**src/rtl/fetch_sequencer_if.sv**
```systemverilog
// ============================================================================
// Module   : fetch_sequencer_if
// Brief    : Start/fetch, memory read and instruction-register signals
//            exchanged between the fetch sequencer and its environment.
// Revision : 1.0  initial release
// ============================================================================
`default_nettype none

interface fetch_sequencer_if #(
    parameter int ADDR_WIDTH = 32,
    parameter int DATA_WIDTH = 32
);
    logic                  start_i;
    logic [ADDR_WIDTH-1:0] pc_i;
    logic                  mem_req_o;
    logic [ADDR_WIDTH-1:0] mem_addr_o;
    logic                  mem_ack_i;
    logic [DATA_WIDTH-1:0] mem_data_i;
    logic                  ir_ld_o;
    logic [DATA_WIDTH-1:0] ir_data_o;
    logic                  busy_o;
    logic                  done_o;
    logic                  fault_o;
    logic [1:0]            fault_code_o;

    // Environment side: issues fetches, models memory, observes the register load.
    modport master (
        output start_i, pc_i, mem_ack_i, mem_data_i,
        input  mem_req_o, mem_addr_o, ir_ld_o, ir_data_o,
        input  busy_o, done_o, fault_o, fault_code_o
    );

    // Sequencer side.
    modport slave (
        input  start_i, pc_i, mem_ack_i, mem_data_i,
        output mem_req_o, mem_addr_o, ir_ld_o, ir_data_o,
        output busy_o, done_o, fault_o, fault_code_o
    );
endinterface

`default_nettype wire

```
**src/rtl/fetch_sequencer.sv**
```systemverilog
// ============================================================================
// Module   : fetch_sequencer
// Brief    : Multi-cycle instruction fetch: word read, latch, one-cycle
//            active-low IR load strobe, then done/fault pulse.
//            Optional macro FETCH_TIMEOUT_EN adds a REQ-state timeout.
// Revision : 1.0  initial release
// ============================================================================
`default_nettype none

module fetch_sequencer #(
    parameter int ADDR_WIDTH     = 32,
    parameter int DATA_WIDTH     = 32,
    parameter int TIMEOUT_CYCLES = 16
) (
    input  wire               clk_i,
    input  wire               reset_ni,
    fetch_sequencer_if.slave  bus
);

    typedef enum logic [2:0] {
        S_IDLE  = 3'd0,
        S_REQ   = 3'd1,
        S_LOAD  = 3'd2,
        S_DONE  = 3'd3,
        S_FAULT = 3'd4
    } state_t;

    localparam logic [1:0] c_CODE_NONE      = 2'b00;
    localparam logic [1:0] c_CODE_MISALIGN  = 2'b01;
    localparam logic [1:0] c_CODE_TIMEOUT   = 2'b10;

    state_t                r_state, w_state_next;
    logic [ADDR_WIDTH-1:0] r_addr,  w_addr_next;
    logic [DATA_WIDTH-1:0] r_data,  w_data_next;
    logic [1:0]            r_code,  w_code_next;
    logic                  r_req, r_ld_n, r_busy, r_done, r_fault;
    logic                  w_timeout;

`ifdef FETCH_TIMEOUT_EN
    localparam int c_CNT_W = $clog2(TIMEOUT_CYCLES + 1);

    logic [c_CNT_W-1:0] r_cnt;

    // Counts REQ cycles without ack; zero whenever outside REQ, so it is
    // cleared on every REQ entry.
    always_ff @(posedge clk_i or negedge reset_ni) begin
        if (!reset_ni) begin
            r_cnt <= '0;
        end else if (r_state != S_REQ) begin
            r_cnt <= '0;
        end else if (!bus.mem_ack_i) begin
            r_cnt <= r_cnt + c_CNT_W'(1);
        end
    end

    assign w_timeout = (r_cnt == c_CNT_W'(TIMEOUT_CYCLES - 1));
`else
    assign w_timeout = 1'b0;
`endif

    always_comb begin
        w_state_next = r_state;
        w_addr_next  = r_addr;
        w_data_next  = r_data;
        w_code_next  = r_code;
        case (r_state)
            S_IDLE: begin
                if (bus.start_i) begin
                    if (bus.pc_i[1:0] == 2'b00) begin
                        w_addr_next  = bus.pc_i;
                        w_code_next  = c_CODE_NONE;
                        w_state_next = S_REQ;
                    end else begin
                        w_code_next  = c_CODE_MISALIGN;
                        w_state_next = S_FAULT;
                    end
                end
            end
            S_REQ: begin
                // An ack on the limit cycle still completes normally.
                if (bus.mem_ack_i) begin
                    w_data_next  = bus.mem_data_i;
                    w_state_next = S_LOAD;
                end else if (w_timeout) begin
                    w_code_next  = c_CODE_TIMEOUT;
                    w_state_next = S_FAULT;
                end
            end
            S_LOAD:  w_state_next = S_DONE;
            S_DONE:  w_state_next = S_IDLE;
            S_FAULT: w_state_next = S_IDLE;
            default: w_state_next = S_IDLE;
        endcase
    end

    // Outputs are registered from the next state so the IR strobe is glitch-free.
    always_ff @(posedge clk_i or negedge reset_ni) begin
        if (!reset_ni) begin
            r_state <= S_IDLE;
            r_addr  <= '0;
            r_data  <= '0;
            r_code  <= c_CODE_NONE;
            r_req   <= 1'b0;
            r_ld_n  <= 1'b1;
            r_busy  <= 1'b0;
            r_done  <= 1'b0;
            r_fault <= 1'b0;
        end else begin
            r_state <= w_state_next;
            r_addr  <= w_addr_next;
            r_data  <= w_data_next;
            r_code  <= w_code_next;
            r_req   <= (w_state_next == S_REQ);
            r_ld_n  <= (w_state_next != S_LOAD);
            r_busy  <= (w_state_next != S_IDLE);
            r_done  <= (w_state_next == S_DONE);
            r_fault <= (w_state_next == S_FAULT);
        end
    end

    assign bus.mem_req_o    = r_req;
    assign bus.mem_addr_o   = r_addr;
    assign bus.ir_ld_o      = r_ld_n;
    assign bus.ir_data_o    = r_data;
    assign bus.busy_o       = r_busy;
    assign bus.done_o       = r_done;
    assign bus.fault_o      = r_fault;
    assign bus.fault_code_o = r_code;

endmodule

`default_nettype wire
```
**src/flat_wrapper.sv**
```systemverilog
// flat-port wrapper written by rule: the top's interface ports become plain ports
module fetch_sequencer_flat 
#(
    parameter int ADDR_WIDTH     = 32,
    parameter int DATA_WIDTH     = 32,
    parameter int TIMEOUT_CYCLES = 16
)
  (clk_i, reset_ni, bus_start_i, bus_pc_i, bus_mem_ack_i, bus_mem_data_i, bus_mem_req_o, bus_mem_addr_o, bus_ir_ld_o, bus_ir_data_o, bus_busy_o, bus_done_o, bus_fault_o, bus_fault_code_o);
  fetch_sequencer_if #(.ADDR_WIDTH(ADDR_WIDTH), .DATA_WIDTH(DATA_WIDTH)) bus_i ();
  input  wire clk_i;
  input  wire reset_ni;
  input wire logic [$bits(bus_i.start_i)-1:0] bus_start_i;
  input wire logic [$bits(bus_i.pc_i)-1:0] bus_pc_i;
  input wire logic [$bits(bus_i.mem_ack_i)-1:0] bus_mem_ack_i;
  input wire logic [$bits(bus_i.mem_data_i)-1:0] bus_mem_data_i;
  output wire logic [$bits(bus_i.mem_req_o)-1:0] bus_mem_req_o;
  output wire logic [$bits(bus_i.mem_addr_o)-1:0] bus_mem_addr_o;
  output wire logic [$bits(bus_i.ir_ld_o)-1:0] bus_ir_ld_o;
  output wire logic [$bits(bus_i.ir_data_o)-1:0] bus_ir_data_o;
  output wire logic [$bits(bus_i.busy_o)-1:0] bus_busy_o;
  output wire logic [$bits(bus_i.done_o)-1:0] bus_done_o;
  output wire logic [$bits(bus_i.fault_o)-1:0] bus_fault_o;
  output wire logic [$bits(bus_i.fault_code_o)-1:0] bus_fault_code_o;
  assign bus_i.start_i = bus_start_i;
  assign bus_i.pc_i = bus_pc_i;
  assign bus_i.mem_ack_i = bus_mem_ack_i;
  assign bus_i.mem_data_i = bus_mem_data_i;
  assign bus_mem_req_o = bus_i.mem_req_o;
  assign bus_mem_addr_o = bus_i.mem_addr_o;
  assign bus_ir_ld_o = bus_i.ir_ld_o;
  assign bus_ir_data_o = bus_i.ir_data_o;
  assign bus_busy_o = bus_i.busy_o;
  assign bus_done_o = bus_i.done_o;
  assign bus_fault_o = bus_i.fault_o;
  assign bus_fault_code_o = bus_i.fault_code_o;
  fetch_sequencer #(.ADDR_WIDTH(ADDR_WIDTH), .DATA_WIDTH(DATA_WIDTH), .TIMEOUT_CYCLES(TIMEOUT_CYCLES)) u_core (.clk_i(clk_i), .reset_ni(reset_ni), .bus(bus_i));
endmodule
```
**config.mk**
```make
export PLATFORM = sky130hd
export DESIGN_NAME = fetch_sequencer_flat
export DESIGN_NICKNAME = d
export VERILOG_FILES = /design/src/rtl/fetch_sequencer_if.sv /design/src/rtl/fetch_sequencer.sv /design/src/flat_wrapper.sv
export SDC_FILE = /design/constraint.sdc
export NUM_CORES = 1
export LEC_CHECK = 0
export BUFFER_PORTS_ARGS = -buffer_cell sky130_fd_sc_hd__buf_2
export CAP_MARGIN = 40
export CORE_ASPECT_RATIO = 1.25
export CORE_MARGIN = 10
export CORE_UTILIZATION = 46
export CTS_CLUSTER_DIAMETER = 50
export DETAILED_ROUTE_END_ITERATION = 8
export PLACE_DENSITY = 0.91
export SYNTH_ARGS = -nofsm -noshare
export SYNTH_HDL_FRONTEND = slang
export SYNTH_SLANG_ARGS = --single-unit
```
**constraint.sdc**
```tcl
create_clock -name clk_i -period 2 [get_ports clk_i]
set_input_delay 0.1 -clock clk_i [delete_from_list [all_inputs] [get_ports clk_i]]
set_output_delay 0.1 -clock clk_i [all_outputs]
set_load 0.03 [all_outputs]
```
==> impl_results.md, run 1 <==
* Die area at 9795 um^2
* Initial Utilization at 0.4671
* Period utilization at 0.9143
* Clk network pwr share at 0.200
* Grt met3 use at 0.06380
* Fraction of final layout cells with drive strength greater than 1 at 0.5856
* H-Tree Depth at 3
* Final setup viols at 0
* Number of nets in the final layout at 438
* Total GRT Usage at 0.1631
* Wire length of the first global-routing pass at 12.65 mm
* Maximum clock rate at 546.9 MHz
* Psw at 3.019 mW
* Area of the mapped netlist at 2861 um^2
* Synthesized area per cell at 17.24 um^2
* Number of buffers created by CTS at 9
* Overall power after layout at 7.520 mW
* Most used flip-flop cell after synthesis: sky130_fd_sc_hd__dfrtp_1
* Setup crit end kind: register
* Leakage power of the design at 2.298 nW
* Initial antenna violation count at 1
* Portion of the post-synthesis area used by sequential elements at 0.6388
* Clock-pin slew on the worst setup and hold paths at 0.07 ns
* Power density relative to cell area at 1667 nW/um^2
* Count of unique library cells instantiated by Yosys at 23
* Number of routed nets with antenna violations at 0
* Sequential power share at 0.341
* Rows at 32
* Number of max-cap violations at 0
* Combinational Power Share at 0.458
* Total negative slack at 0 ns
* Routed length per instance at 17.45 um
* RePlAce Congestion at 0.7296
* Transition at the pin with the smallest max-transition slack at 0.5746 ns
* Cells after synthesis at 166
* Initial drt markers at 36
* Commonest non-fill, non-tap cells in the layout: sky130_fd_sc_hd__buf_2 (136), sky130_fd_sc_hd__dfrtp_1 (72), sky130_fd_sc_hd__dlygate4sd3_1 (62)
* Yosys Warn Count at 0
* TritonCTS clock tree: done
* Number of input and output port buffers inserted at 137
* Placeable core area at 6126 um^2
* Vias after detailed routing at 2091
* Most used routing layer: met2
* Crit path max fanout at 34
* Shortest period the worst path allows at 1.829 ns
* IR Drop Worst-Case VDD at 0.9710 mV
* Required time at the worst-slack endpoint at 2.22 ns
* Number of max-slew violations in the final report at 0
* Number of clock sinks at 73
* Number of register bits inferred by synthesis at 73
* Nets in the synthesized netlist at 234
* Number of optimization iterations in the first detailed-route pass at 4
* Vias per std cell at 4.546
* Maximum number of pins on one net before global-route repair at 63
* Post-synth EDFFs at 0
* Die X-Extent at 90.55 um
* Clk root buf: sky130_fd_sc_hd__clkbuf_8
* Cell area after layout at 4512 um^2
* I/O pin cnt at 139
* Via count of the first global-routing pass at 2424
* Placed standard-cell area at 3623 um^2
* Detailed-placement wirelength estimate at 5.156 mm
* Internal power contribution at 4.501 mW
* Switching part of the total power at 0.4015
* Clock Path Buffers at 2
* Met2 Resource Use GR at 0.2766
* Hold Violations, Final at 0
* Max transition margin at 0.6166
* Clk_lat worst skew at 0.33 ns
* Die outline height at 108.2 um
* WL final at 8.029 mm
* Hold Crit Class: in2reg
* Unrepaired setup endpoints after global routing: false
* Arrival time reported for the critical path endpoint at 2.05 ns
* Category of the most critical setup path: reg2reg
* Commonest non-fill, non-tap cell in the layout: sky130_fd_sc_hd__buf_2
* Global-route met1 utilization at 0.1813
* Critical path startpoint category: register
* Global-route congestion overflow total at 0
* Run status: complete, no violations
* Post-Route Skew at 0.005980 ns
* Share of synthesized flip-flops with an asynchronous set or reset at 1.000
* Signed area change from the synthesized netlist to the final layout at 57.67%
* Remaining design rule violation count at 0
[cells in the mapped netlist (2+ instances only)]
| cell type | number | area, um^2 |
|---|---|---|
| sky130_fd_sc_hd__nand3b_1 | 2 | 15.01 |
| sky130_fd_sc_hd__and2_1 | 2 | 12.51 |
| sky130_fd_sc_hd__buf_6 | 6 | 67.56 |
| sky130_fd_sc_hd__o21a_1 | 2 | 15.01 |
| sky130_fd_sc_hd__nor2_1 | 3 | 11.26 |
| sky130_fd_sc_hd__nor2b_1 | 2 | 12.51 |
| sky130_fd_sc_hd__mux2_4 | 26 | 390.4 |
| sky130_fd_sc_hd__mux2_2 | 36 | 405.4 |
| sky130_fd_sc_hd__dfrtp_1 | 72 | 1802 |
| sky130_fd_sc_hd__nand2b_1 | 2 | 12.51 |
[cells by family (layout without fill, tap and decap cells)]
group	after synthesis	count (layout)	share of synthesized area
AND/OR/NAND/NOR	15	15	0.03847
multiplexers	62	62	0.2781
buffers and inverters	9	217	0.02929
flip-flops	73	73	0.6388
AO/OA/AOI/OAI	6	6	0.01399
other	1	2	0.001311
[area by class of cell]
cell class	count	area, um^2
Antenna cell	1	2.502
Multi-Input combinational cell	84	949.7
Timing Repair Buffer	201	1356
Fill cell	404	1614
Inverter	1	3.754
Tap cell	85	106.4
Sequential cell	73	1828
Clock inverter	5	127.6
Clock buffer	10	137.6
[metrics by stage]
stage,instances,hold WS (ns),util,setup WS [ns]
after floorplan,166,-0.1956,-,0.4905
after global placement,381,0.2657,0.5870,0.2562
after detailed placement,382,-0.03890,0.5915,0.1740
after CTS,459,0.002521,0.7361,0.1586
after global routing,460,0.005497,0.7365,0.06472
final,460,0.01983,0.7365,0.1714
[flip-flops by register name, indices dropped and copies added, names as in the netlist]
signal / flops
u_core.bus.mem_req_o: 1
u_core.bus.busy_o: 1
u_core.bus.mem_addr_o: 32
u_core.bus.ir_data_o: 32
u_core.bus.ir_ld_o: 1
u_core.bus.fault_o: 1
u_core.bus.done_o: 1
u_core.bus.fault_code_o: 1
u_core.r_state: 3
[timing repair]
item / 4_1_cts / 5_1_grt
resized for setup: 0 / 0
setup buffers: 0 / 0
hold buffers: 62 / 0
hold endpoints to repair: 134 / 0
[path summary, 6_finish.rpt]
path                                                 startpoint                                    end  slack, ns  cells past startpoint
max                                 u_core.r_state[2]$_DFF_PN0_  u_core.bus.mem_addr_o[24]$_DFFE_PN0P_       0.17                      3
min                                          bus_mem_data_i[30]   u_core.bus.ir_data_o[30]$_DFFE_PN0P_       0.02                      2
min reg2reg                u_core.bus.mem_addr_o[0]$_DFFE_PN0P_   u_core.bus.mem_addr_o[0]$_DFFE_PN0P_       0.48                      1
min in group asynchronous                              reset_ni  u_core.bus.mem_addr_o[25]$_DFFE_PN0P_       0.15                      2
max in group asynchronous                              reset_ni  u_core.bus.mem_addr_o[10]$_DFFE_PN0P_       1.32                      3
max reg2reg                         u_core.r_state[2]$_DFF_PN0_  u_core.bus.mem_addr_o[24]$_DFFE_PN0P_       0.17                      3
[critical path: stages, from the launching register on]
cell                      delay, ns
sky130_fd_sc_hd__dfrtp_1       0.46
sky130_fd_sc_hd__nor4b_4       0.42
sky130_fd_sc_hd__nand2_4       0.39
sky130_fd_sc_hd__mux2_4        0.43
[routing by layer]
layer | vias to the layer above | share of wire
met2 | 92 | 0.51
met5 | - | 0
met4 | 0 | 0.017
met3 | 15 | 0.090
met1 | 1002 | 0.38
li1 | 982 | -
[power groups by stage]
| stage | Combinational (mW) | Clock (mW) | Sequential, mW |
|---|---|---|---|
| final | 3.45 | 1.50 | 2.57 |
| after detailed placement | 3.38 | 0 | 2.56 |
| after global routing | 3.62 | 1.61 | 2.66 |
| after floorplan | 0.968 | 0 | 3.92 |
| after CTS | 3.47 | 1.54 | 2.54 |
| after global placement | 3.29 | 0 | 2.52 |
No activity file was read; power rests on OpenSTA's default activity.
==> run 2, diff against run 1 <==
--- a/config.mk
+++ b/config.mk
@@ -9,10 +9,10 @@
 export CAP_MARGIN = 40
 export CORE_ASPECT_RATIO = 1.25
 export CORE_MARGIN = 10
-export CORE_UTILIZATION = 46
-export CTS_CLUSTER_DIAMETER = 50
+export CORE_UTILIZATION = 41
+export CTS_CLUSTER_DIAMETER = 30
 export DETAILED_ROUTE_END_ITERATION = 8
-export PLACE_DENSITY = 0.91
+export PLACE_DENSITY = 0.86
 export SYNTH_ARGS = -nofsm -noshare
 export SYNTH_HDL_FRONTEND = slang
 export SYNTH_SLANG_ARGS = --single-unit
==> constraint.sdc (replaced) <==
create_clock -name clk_i -period 1.6 [get_ports clk_i]
set_input_delay 0.08 -clock clk_i [delete_from_list [all_inputs] [get_ports clk_i]]
set_output_delay 0.08 -clock clk_i [all_outputs]
set_load 0.03 [all_outputs]
==> run 2 against run 1 <==
Compared with the run above:
- cell area increased by 2.3%
- global-route usage decreased by 0.87 points
- count of clock-buffer cells in the layout unchanged
- utilization decreased by 6.7 points
- sequential share of layout area decreased by 0.90 points
- total power increased by 26%
- maximum frequency increased by 18%
- critical path type unchanged
- via count increased by 2.6%
- hold slack improved by 0.020 ns
==> impl_results.md, run 2 (synthesis results as in run 1) <==
* Run status: complete, no violations
* Setup Fix Bufs, Post-CTS at 0
* Required time at the worst-slack endpoint at 1.81 ns
* Category of the most critical setup path: reg2reg
* Final setup viols at 0
* Routed length per instance at 17.50 um
* Number of optimization iterations in the first detailed-route pass at 4
* Number of max-slew violations in the final report at 0
* Number of antenna diodes at 0
* Power density relative to cell area at 2060 nW/um^2
* Via count of the first global-routing pass at 2489
* Global-route met1 utilization at 0.1540
* Die outline height at 113.4 um
* Setup crit end kind: register
* Filler instances at 506
* Total negative slack at 0 ns
* Clock-pin slew on the worst setup and hold paths at 0.08 ns
* Rows at 34
* Placeable core area at 6892 um^2
* Leakage power of the design at 2.351 nW
* Die X-Extent at 94.72 um
* Worst reg-to-reg setup slack at 0.05 ns
* Unrepaired setup endpoints after global routing: false
* Hold Violations, Final at 0
* Vias per std cell at 4.537
* Post-route insts no fill at 473
* Capture point of the worst path: u_core.bus.mem_addr_o[19]$_DFFE_PN0P_
* Arrival time reported for the critical path endpoint at 1.77 ns
* Maximum number of pins on one net before global-route repair at 42
* H-Tree Depth at 3
* Number of input and output port buffers inserted at 137
* Maximum clock rate at 644.0 MHz
* Initial Utilization at 0.4152
* Vias after detailed routing at 2146
* RePlAce Congestion at 0.7391
* IR Drop Worst-Case VDD at 1.213 mV
* Most used routing layer: met2
* Remaining design rule violation count at 0
* Fraction of final layout cells with drive strength greater than 1 at 0.5979
* Global-route congestion overflow total at 0
* Wire length of the first global-routing pass at 13.03 mm
* Commonest non-fill, non-tap cells in the layout: sky130_fd_sc_hd__buf_2 (136), sky130_fd_sc_hd__dfrtp_1 (71), sky130_fd_sc_hd__dlygate4sd3_1 (63)
* Commonest non-fill, non-tap cell in the layout: sky130_fd_sc_hd__buf_2
* Signed area change from the synthesized netlist to the final layout at 61.35%
* Post-Route Skew at 0.01165 ns
* Number of instances in the placed design at 393
* Hold Crit Class: in2reg
* Initial drt markers at 61
* FF-to-FF path depth at 4
* Origin of the worst setup path: u_core.r_state[2]$_DFF_PN0_
* Die area at 10740 um^2
* Met2 Resource Use GR at 0.2826
* Number of max-cap violations at 0
* Number of nets in the final layout at 446
* Number of routed nets with antenna violations at 0
* TritonCTS clock tree: done
* Number of buffers created by CTS at 9
* Clock Path Buffers at 2
* Period utilization at 0.9706
* Clk root buf: sky130_fd_sc_hd__clkbuf_8
* Shortest period the worst path allows at 1.553 ns
* WL final at 8.279 mm
* Crit path max fanout at 34
* Total GRT Usage at 0.1544
* Clk_lat worst skew at 0.34 ns
* Startpoint of the worst-slack reg-to-reg timing path: u_core.r_state[2]$_DFF_PN0_
* Grt met3 use at 0.06443
* Critical path startpoint category: register
* Worst R2R End: u_core.bus.mem_addr_o[19]$_DFFE_PN0P_
* I/O pin cnt at 139
* Initial antenna violation count at 0
* Number of clock sinks at 73
[run 2: cell count changes in the layout (fill, tap and decap cells not counted), sizes merged]
| cell | previous run | this run |
|---|---|---|
| diode | 1 | 0 |
| clkinvlp | 1 | 0 |
| clkbuf | 10 | 11 |
| clkinv | 0 | 1 |
| inv | 1 | 2 |
| dlygate4sd3 | 62 | 63 |
| buf | 139 | 145 |
[run 2: worst min-delay path by stage]
stage,start,to,slack (ns),depth (start not counted)
finish,bus_start_i,u_core.bus.mem_req_o$_DFF_PN0_,0.04,3
floorplan,reset_ni,u_core.bus.busy_o$_DFF_PN0_,-0.22,0
global route,bus_start_i,u_core.bus.mem_req_o$_DFF_PN0_,0.05,3
global placement,reset_ni,u_core.bus.ir_data_o[1]$_DFFE_PN0P_,0.04,1
CTS,bus_start_i,u_core.bus.mem_req_o$_DFF_PN0_,0.02,3
detailed placement,reset_ni,u_core.bus.ir_data_o[28]$_DFFE_PN0P_,0.06,1
[run 2: worst max-delay path, stage by stage (launching register included)]
cell                      delay [ns]
sky130_fd_sc_hd__dfrtp_2        0.46
sky130_fd_sc_hd__nor4b_4        0.35
sky130_fd_sc_hd__nand2_4        0.09
sky130_fd_sc_hd__buf_12         0.20
sky130_fd_sc_hd__mux2_4         0.32
[run 2: power breakdown]
group | internal [mW] | switching, mW
Sequential | 2.72 | 0.459
Combinational | 1.75 | 2.67
Clock | 1.24 | 0.672
Total | 5.71 | 3.80
[run 2: layout make-up]
cell class | instances | area (um^2) | share of cell area
inverter | 1 | 3.754 | 0.0008130
tap | 90 | 112.6 | 0.02439
sequential | 73 | 1829 | 0.3962
clock buffer | 10 | 137.6 | 0.02981
timing repair buffer | 209 | 1441 | 0.3122
multi-input combinational | 84 | 954.7 | 0.2068
clock inverter | 6 | 137.6 | 0.02981
[run 2: routing by layer]
layer / wire length (um) / vias to the layer above
met5: 0 / -
met4: 103 / 0
met3: 723 / 14
met2: 4494 / 90
met1: 2958 / 1042
li1: - / 1000
[run 2: what timing repair did]
action                                  CTS  global route
endpoints found under the setup margin    0            55
resized for setup                         0             3
hold buffers                             63             0
endpoints found under the hold margin    94             0
[run 2: per-stage QoR]
stage	util	hold WS, ns	power [mW]	area, um^2	setup WS (ns)
after floorplan	-	-0.2156	6.116	2861	0.09054
after global placement	0.5340	0.04236	7.338	3680	0.09426
after detailed placement	0.5340	0.05528	7.482	3680	0.03439
after CTS	0.6654	0.01626	9.551	4586	0.01470
after global routing	0.6699	0.04685	10.02	4617	0.005188
final	0.6699	0.03945	9.511	4617	0.04711
